`src/rtl/draw_layer_sched_if.sv`:
```
// Pixel/layer bus between the scan and layer generators and the compositor.
// The slave side is the compositor; the master side drives pixel position, layers and config.
interface draw_layer_sched_if #(
    parameter int NUM_LAYERS = 4
);
    logic [9:0]               row;
    logic [9:0]               col;
    logic [NUM_LAYERS-1:0]    layer_hit;
    logic [24*NUM_LAYERS-1:0] layer_rgb;
    logic [NUM_LAYERS-1:0]    cfg_enable;
    logic [NUM_LAYERS-1:0]    cfg_blink;
    logic                     cfg_write;
    logic                     cfg_pending;
    logic [7:0]               red;
    logic [7:0]               green;
    logic [7:0]               blue;
    logic                     frame_start;
    logic [15:0]              frame_count;

    modport master (
        output row, col, layer_hit, layer_rgb, cfg_enable, cfg_blink, cfg_write,
        input  cfg_pending, red, green, blue, frame_start, frame_count
    );

    modport slave (
        input  row, col, layer_hit, layer_rgb, cfg_enable, cfg_blink, cfg_write,
        output cfg_pending, red, green, blue, frame_start, frame_count
    );
endinterface

```
`src/rtl/draw_layer_sched.sv`:
```
// Per-pixel layer compositor with frame-boundary sequencing: frame pulse/counter,
// double-buffered layer enable/blink config and a frame-based blink timer.
module draw_layer_sched #(
    parameter int NUM_LAYERS   = 4,
    parameter int BLINK_FRAMES = 30,
    parameter int H_ACTIVE     = 800,
    parameter int V_ACTIVE     = 600
) (
    input  logic                  clock,
    input  logic                  reset,
    draw_layer_sched_if.slave     bus
);
    localparam int         CNT_W  = (BLINK_FRAMES > 1) ? $clog2(BLINK_FRAMES) : 1;
    localparam logic [9:0] ROW_LIM = 10'(V_ACTIVE);
    localparam logic [9:0] COL_LIM = 10'(H_ACTIVE);
    localparam logic [CNT_W-1:0] CNT_LAST = CNT_W'(BLINK_FRAMES - 1);

    logic [NUM_LAYERS-1:0] act_en, act_blink;
    logic [NUM_LAYERS-1:0] stg_en, stg_blink;
    logic                  pending;
    logic                  phase;
    logic [CNT_W-1:0]      blink_cnt;
    logic [15:0]           frame_cnt;
    logic                  frame_pls;

    logic                  fb;
    logic                  in_area;
    logic [NUM_LAYERS-1:0] hit_eff;
    logic [23:0]           rgb_p0;
    logic [23:0]           rgb_p1;

    // Lowest-index claiming layer wins; scanning downward lets it overwrite higher ones.
    function automatic logic [23:0] pick_rgb(input logic [NUM_LAYERS-1:0] hit,
                                             input logic [24*NUM_LAYERS-1:0] rgb);
        logic [23:0] sel;
        sel = '0;
        for (int i = NUM_LAYERS - 1; i >= 0; i--) begin
            if (hit[i]) sel = rgb[24*i +: 24];
        end
        return sel;
    endfunction

    // Stage p0: boundary detect, effective hits and colour select
    always_comb begin
        fb      = (bus.row == ROW_LIM) && (bus.col == 10'd0);
        in_area = (bus.row < ROW_LIM) && (bus.col < COL_LIM);
        hit_eff = bus.layer_hit & act_en & (~act_blink | {NUM_LAYERS{phase}});
        rgb_p0  = in_area ? pick_rgb(hit_eff, bus.layer_rgb) : 24'h0;
    end

    // Stage p1: registered colour and frame-level state
    always_ff @(posedge clock) begin
        if (reset) begin
            rgb_p1    <= '0;
            frame_pls <= 1'b0;
            frame_cnt <= '0;
            pending   <= 1'b0;
            act_en    <= '1;
            stg_en    <= '1;
            act_blink <= '0;
            stg_blink <= '0;
            phase     <= 1'b1;
            blink_cnt <= '0;
        end else begin
            rgb_p1    <= rgb_p0;
            frame_pls <= fb;

            if (bus.cfg_write) begin
                stg_en    <= bus.cfg_enable;
                stg_blink <= bus.cfg_blink;
            end

            // A write landing on the boundary cycle still leaves new values pending.
            if (bus.cfg_write)
                pending <= 1'b1;
            else if (fb)
                pending <= 1'b0;

            if (fb) begin
                frame_cnt <= frame_cnt + 16'd1;
                if (pending) begin
                    act_en    <= stg_en;
                    act_blink <= stg_blink;
                end
                if (blink_cnt == CNT_LAST) begin
                    blink_cnt <= '0;
                    phase     <= ~phase;
                end else begin
                    blink_cnt <= blink_cnt + CNT_W'(1);
                end
            end
        end
    end

    assign bus.red         = rgb_p1[23:16];
    assign bus.green       = rgb_p1[15:8];
    assign bus.blue        = rgb_p1[7:0];
    assign bus.frame_start = frame_pls;
    assign bus.frame_count = frame_cnt;
    assign bus.cfg_pending = pending;
endmodule

```
`src/flat_wrapper.sv`:
```
// flat-port wrapper written by rule: the top's interface ports become plain ports
module draw_layer_sched_flat 
#(
    parameter int NUM_LAYERS   = 4,
    parameter int BLINK_FRAMES = 30,
    parameter int H_ACTIVE     = 800,
    parameter int V_ACTIVE     = 600
)
  (clock, reset, bus_row, bus_col, bus_layer_hit, bus_layer_rgb, bus_cfg_enable, bus_cfg_blink, bus_cfg_write, bus_cfg_pending, bus_red, bus_green, bus_blue, bus_frame_start, bus_frame_count);
  draw_layer_sched_if #(.NUM_LAYERS(NUM_LAYERS)) bus_i ();
  input  logic clock;
  input  logic reset;
  input wire logic [$bits(bus_i.row)-1:0] bus_row;
  input wire logic [$bits(bus_i.col)-1:0] bus_col;
  input wire logic [$bits(bus_i.layer_hit)-1:0] bus_layer_hit;
  input wire logic [$bits(bus_i.layer_rgb)-1:0] bus_layer_rgb;
  input wire logic [$bits(bus_i.cfg_enable)-1:0] bus_cfg_enable;
  input wire logic [$bits(bus_i.cfg_blink)-1:0] bus_cfg_blink;
  input wire logic [$bits(bus_i.cfg_write)-1:0] bus_cfg_write;
  output wire logic [$bits(bus_i.cfg_pending)-1:0] bus_cfg_pending;
  output wire logic [$bits(bus_i.red)-1:0] bus_red;
  output wire logic [$bits(bus_i.green)-1:0] bus_green;
  output wire logic [$bits(bus_i.blue)-1:0] bus_blue;
  output wire logic [$bits(bus_i.frame_start)-1:0] bus_frame_start;
  output wire logic [$bits(bus_i.frame_count)-1:0] bus_frame_count;
  assign bus_i.row = bus_row;
  assign bus_i.col = bus_col;
  assign bus_i.layer_hit = bus_layer_hit;
  assign bus_i.layer_rgb = bus_layer_rgb;
  assign bus_i.cfg_enable = bus_cfg_enable;
  assign bus_i.cfg_blink = bus_cfg_blink;
  assign bus_i.cfg_write = bus_cfg_write;
  assign bus_cfg_pending = bus_i.cfg_pending;
  assign bus_red = bus_i.red;
  assign bus_green = bus_i.green;
  assign bus_blue = bus_i.blue;
  assign bus_frame_start = bus_i.frame_start;
  assign bus_frame_count = bus_i.frame_count;
  draw_layer_sched #(.NUM_LAYERS(NUM_LAYERS), .BLINK_FRAMES(BLINK_FRAMES), .H_ACTIVE(H_ACTIVE), .V_ACTIVE(V_ACTIVE)) u_core (.clock(clock), .reset(reset), .bus(bus_i));
endmodule
```
`config.mk`:
```
export PLATFORM = sky130hd
export DESIGN_NAME = draw_layer_sched_flat
export DESIGN_NICKNAME = d
export VERILOG_FILES = /design/src/rtl/draw_layer_sched_if.sv /design/src/rtl/draw_layer_sched.sv /design/src/flat_wrapper.sv
export SDC_FILE = /design/constraint.sdc
export NUM_CORES = 1
export LEC_CHECK = 0
export BUFFER_PORTS_ARGS = -buffer_cell sky130_fd_sc_hd__buf_4
export CAP_MARGIN = 5
export CORE_MARGIN = 2
export CORE_UTILIZATION = 50
export CTS_CLUSTER_DIAMETER = 80
export DETAILED_ROUTE_END_ITERATION = 8
export GPL_ROUTABILITY_DRIVEN = 0
export GPL_TIMING_DRIVEN = 0
export PLACE_DENSITY = 0.84
export SYNTH_ARGS = -nofsm -noshare
export SYNTH_HDL_FRONTEND = slang
export SYNTH_SLANG_ARGS = --single-unit
```
`constraint.sdc`:
```
create_clock -name clock -period 4.7 [get_ports clock]
set_input_delay 0.47 -clock clock [delete_from_list [all_inputs] [get_ports clock]]
set_output_delay 0.47 -clock clock [all_outputs]
set_load 0.01 [all_outputs]
```
After elaboration in Yosys (flattened, before gate mapping)

Cells that the tools add are included.

Flip-flop bits (word level): 64
Bits in writable memories: 0
Memories kept: 0
Latch bits: 0
Input bits: 131
Word-level logic and storage cells: 36
Bits in read-only memories: 0

Mux-type cells: 7
Shift-type cells: 0
Div/mod/pow operators: 0
Reductions and logical operators: 7
Bitwise logic cells: 6
$mul: 0
Magnitude comparators: 2
Eq/ne operators: 2
Add/sub/neg operators: 2

Operator list:

| operator              | number |
|---|---|
| $mux 24               | 4 |
| $lt 10x10->1 const B  | 2 |
| $add 16x1->16 const B | 1 |
| $eq 10x10->1 const B  | 1 |
| $logic_not 10->1      | 1 |
| $and 4x4->4           | 2 |
| $add 5x1->5 const B   | 1 |
| $eq 5x5->1 const B    | 1 |
| $mux 5                | 1 |
| $not 4->4             | 1 |
| $or 4x4->4            | 1 |
| $reduce_and 2->1      | 2 |
| $logic_and 1x1->1     | 2 |
| $mux 1                | 2 |
| $not 1->1             | 2 |
| $reduce_bool 2->1     | 1 |
| $reduce_or 2->1       | 1 |

Depth between registers and ports, before layout

Depth in word-level cells: 7
Depth in mapped cells: 6
Depth with buffers taken out: 6

Worst setup path before layout

Ideal clock, no wire load.

Path type: input -> register
Start: input port bus_col[5]
End: register u_core.frame_cnt[11] (netlist: u_core.bus.frame_count[11])
Path slack: 2915 ps
Stages on the path: 5
Path buffers: 1
Required time: 4629 ps
Arrival: 1715 ps
Cells stage by stage: nor3_1 -> nand4_2 -> buf_6 -> or4_1 -> a21oi_1

Cells in the longest elaborated chain, start to end: 2

Ends and longest elaborated chain:

| item                   | RTL line               | RTL |
|---|---|---|
| start: declaration     | flat_wrapper.sv:14     | `input wire logic [$bits(bus_i.col)-1:0] bus_col;` |
| $logic_not 10->1       | draw_layer_sched.sv:45 | `fb = (bus.row == ROW_LIM) && (bus.col == 10'd0);` |
| $logic_and 1x1->1      | draw_layer_sched.sv:45 |  |
| end signal: assignment | draw_layer_sched.sv:80 | `frame_cnt <= frame_cnt + 16'd1;` |
| end: declaration       | draw_layer_sched.sv:23 | `logic [15:0] frame_cnt;` |

No other way between the ends.
A chain may end at the register's enable or synchronous reset.

Final worst setup path

Start: input port bus_col[5]
End: register u_core.frame_cnt[15] (netlist: u_core.bus.frame_count[15])

The elaborated chain is that of the path after synthesis.

==> flow_summary.toml <==
[run_status]
status = "finished clean"

[synth]
synth_fp_nets = 575
synth_flop_cell = "dfxtp_1"
netlist_area_um2 = 3550
yosys.area_share.simple_pct = 26.9
synth_adder_area_share_pct = 1.06
synth_top_family_by_area = "simple AND/OR/NAND/NOR gates"
synth-compound-area-share_pct = 25.9
synth_cells = 441
ys_top_cells_by_count = "dfxtp_1 (64), a21oi_1 (49), clkbuf_1 (38)"
synth.most_common_cell = "dfxtp_1"
synth_top_area_share_pct = 36.1
synth.avg_cell_area_um2 = 8.05
yosys.area_share.xor_xnor_pct = 0
ys_seq_area_share_pct = 36.1
synth_area_leader_cell = "dfxtp_1"
async_reset_ff_share_pct = 0
synth.mux.area_fraction_pct = 2.26
ys.warnings.count = 0
synth.area.top_cells = "dfxtp_1 (36%), a21oi_1 (6.9%), a2111oi_0 (5.9%), o311ai_1 (5.2%), and3_1 (4.8%)"
synth_cell_types = 38
synth_edf_count = 0
synth-seq-cells = 64

[clock_network]
postCtsSetupBuffers = 0
numClockSinks = 64
ctsResizeCount = 0
cts_buffers = 9
hold_buffers = 0
cts_tree = "built"
clk_pin_slew_worst_paths_ns = 0.08
clock_latency_ns = 0.35
clock_path_buffers = 2
h-tree-depth = 3
clockRootBuffer = "clkbuf_8"

[sta]
rsz0062_at_grt = "no"
setup-violations-final = 0
clock.fmax_mhz = 505
slew_viol_final = 0
finalHoldViolCount = 0
min_period_ns = 1.98
finalSetupTns_ns = 0
fin_crit_sh_pct = 42.1
skew_ns = 0.0129
timing.slew.headroom_pct = 59.5
tightest_slew_ns = 0.607

[place]
portBuffers = 171
hpwl_um = 9850

[grt]
grt_pass1_vias = 4117
grt_pass1_wl_um = 19800
track_usage_pct = 32.6
grt_max_degree = 13
grt_antenna_before_repair = 0
grt_overflow = 0

[floorplanning]
rows = 30
die_h_um = 88.3
core_area_um2 = 6830
die_x_um = 88.3
boundaryPins = 173
start_util_pct = 52.0
die_area_um2 = 7790

[routing]
vias = 4410
wire_per_inst_um = 18.4
drc = 0
drt-total-wl_um = 13300
route.detailed.vias_per_inst = 6.09
drt_iter0_markers = 264
drt_pre_antenna_iters = 5
final_antenna_net_count = 0

[worst_setup_path]
cp_slowest_stage_delay_ns = 0.38
cpMaxStageDelayCell = "nor3_1"
crit_path_end_kind = "flip-flop"
cp.required_ns = 4.92
cp_cell_sequence = "buf_4 -> nor3_1 -> nand4_2 -> buf_2 -> clkbuf_1 -> o31ai_1 -> a21oi_1"
cp-start-kind = "input pin"
path_class = "input pin to flip-flop"
path_max_fanout = 10
cp.arrival_ns = 2.20

[worst_hold_path]
min_path_type = "input pin to flip-flop"

[power_and_ir_drop]
leakage_uw = 0.00224
intPower_uw = 938
peakVddDrop_v = 0.000173
p_clk_share_pct = 39.3
p_per_area_nw_per_um2 = 249
power_switching_uw = 346
power_switching_share_pct = 26.9
p_seq_share_pct = 43.9
total_power_uw = 1280
pwr-share-comb_pct = 16.8

[layout]
nFillCells = 552
diodes = 0
drive_gt1_share_pct = 31.2
fin_util_pct = 75.5
synthToLayoutAreaGrowth_pct = 45.3
fin_nets = 757

[flow_run]
maxCapViolCount = 0
-- kinds of logic (layout without fill, tap and decap cells) --
family,after synthesis,count (layout)
compound gates,137,137
buf+inv,71,258
flops,64,64
mux,8,8
simple gates,158,158
fa+ha+maj,3,3
-- worst max-delay path, delay by kind of cell --
kind / cells / cell delay (ns)
compound gates: 2 / 0.44
simple gates: 2 / 0.64
buf+inv: 3 / 0.64
-- sequential cells by signal, indices dropped and copies added, names as in the netlist --
| signal | cells |
|---|---|
| u_core.bus.frame_count | 16 |
| u_core.rgb_p1 | 24 |
| u_core.bus.cfg_pending | 1 |
| u_core.stg_en | 4 |
| u_core.blink_cnt | 5 |
| u_core.bus.frame_start | 1 |
| u_core.phase | 1 |
| u_core.act_en | 4 |
| u_core.act_blink | 4 |
| u_core.stg_blink | 4 |
-- cells in the final DEF, fill, tap and decap left out, drive strengths merged, types with 2 or more instances in the layout --
cell type / n
a2111oi: 24
or4: 16
clkbuf: 48
nor4: 2
or3: 27
and3: 27
clkinv: 3
nor3: 8
nor2: 5
buf: 174
ha: 3
o311ai: 24
o31ai: 15
nand2: 36
inv: 30
a31oi: 5
o21ai: 16
and4: 4
clkinvlp: 2
nor2b: 2
and2: 5
a21oi: 49
mux2i: 8
dfxtp: 64
nand2b: 2
nand4: 11
nand3: 9
-- area by class of cell --
type,instances,area (um2),share of cell area [%]
tap,96,120,2.33
inverter,30,113,2.18
multi-input combinational,306,1990,38.6
clock buffer,10,138,2.67
buffer,41,164,3.18
clock inverter,6,67.6,1.31
timing repair buffer,171,1280,24.9
sequential,64,1280,24.8
-- worst paths after layout --
check / startpoint / to / slack [ns] / cells after the start
setup reg to reg: u_core.phase / u_core.rgb_p1[20] / 2.82 / 6
hold reg to reg: u_core.act_blink[1] / u_core.act_blink[1] / 0.48 / 2
hold / removal: reset / u_core.blink_cnt[2] / 0.33 / 2
setup / recovery: bus_col[5] / u_core.bus.frame_count[15] / 2.72 / 7
-- stage by stage --
stage	area [um2]	instances	hold WS [ns]	setup WS [ns]
6_report	5160	724	0.333	2.72
5_1_grt	5160	724	0.340	2.59
4_1_cts	5160	724	0.327	2.73
3_5_place_dp	4950	708	0.466	2.37
3_3_place_gp	4950	708	0.461	2.50
2_1_floorplan	3550	441	0.443	2.91
-- power groups by stage --
stage / Combinational (uW) / Sequential, uW / Clock (uW)
after floorplan: 78.9 / 581 / 0
after global placement: 208 / 576 / 0
after detailed placement: 211 / 576 / 0
after CTS: 213 / 564 / 502
after global routing: 232 / 564 / 525
final: 216 / 564 / 504
-- layer usage --
| metal | global-route usage [%] | vias up | routed length [um] |
|---|---|---|---|
| li1 | - | 2047 | - |
| met1 | 40.2 | 2061 | 5110 |
| met2 | 56.0 | 267 | 6520 |
| met3 | 4.66 | 35 | 1270 |
| met4 | 15.2 | 0 | 402 |
| met5 | 0 | - | 0 |
Power figures use the tool's default switching activity.
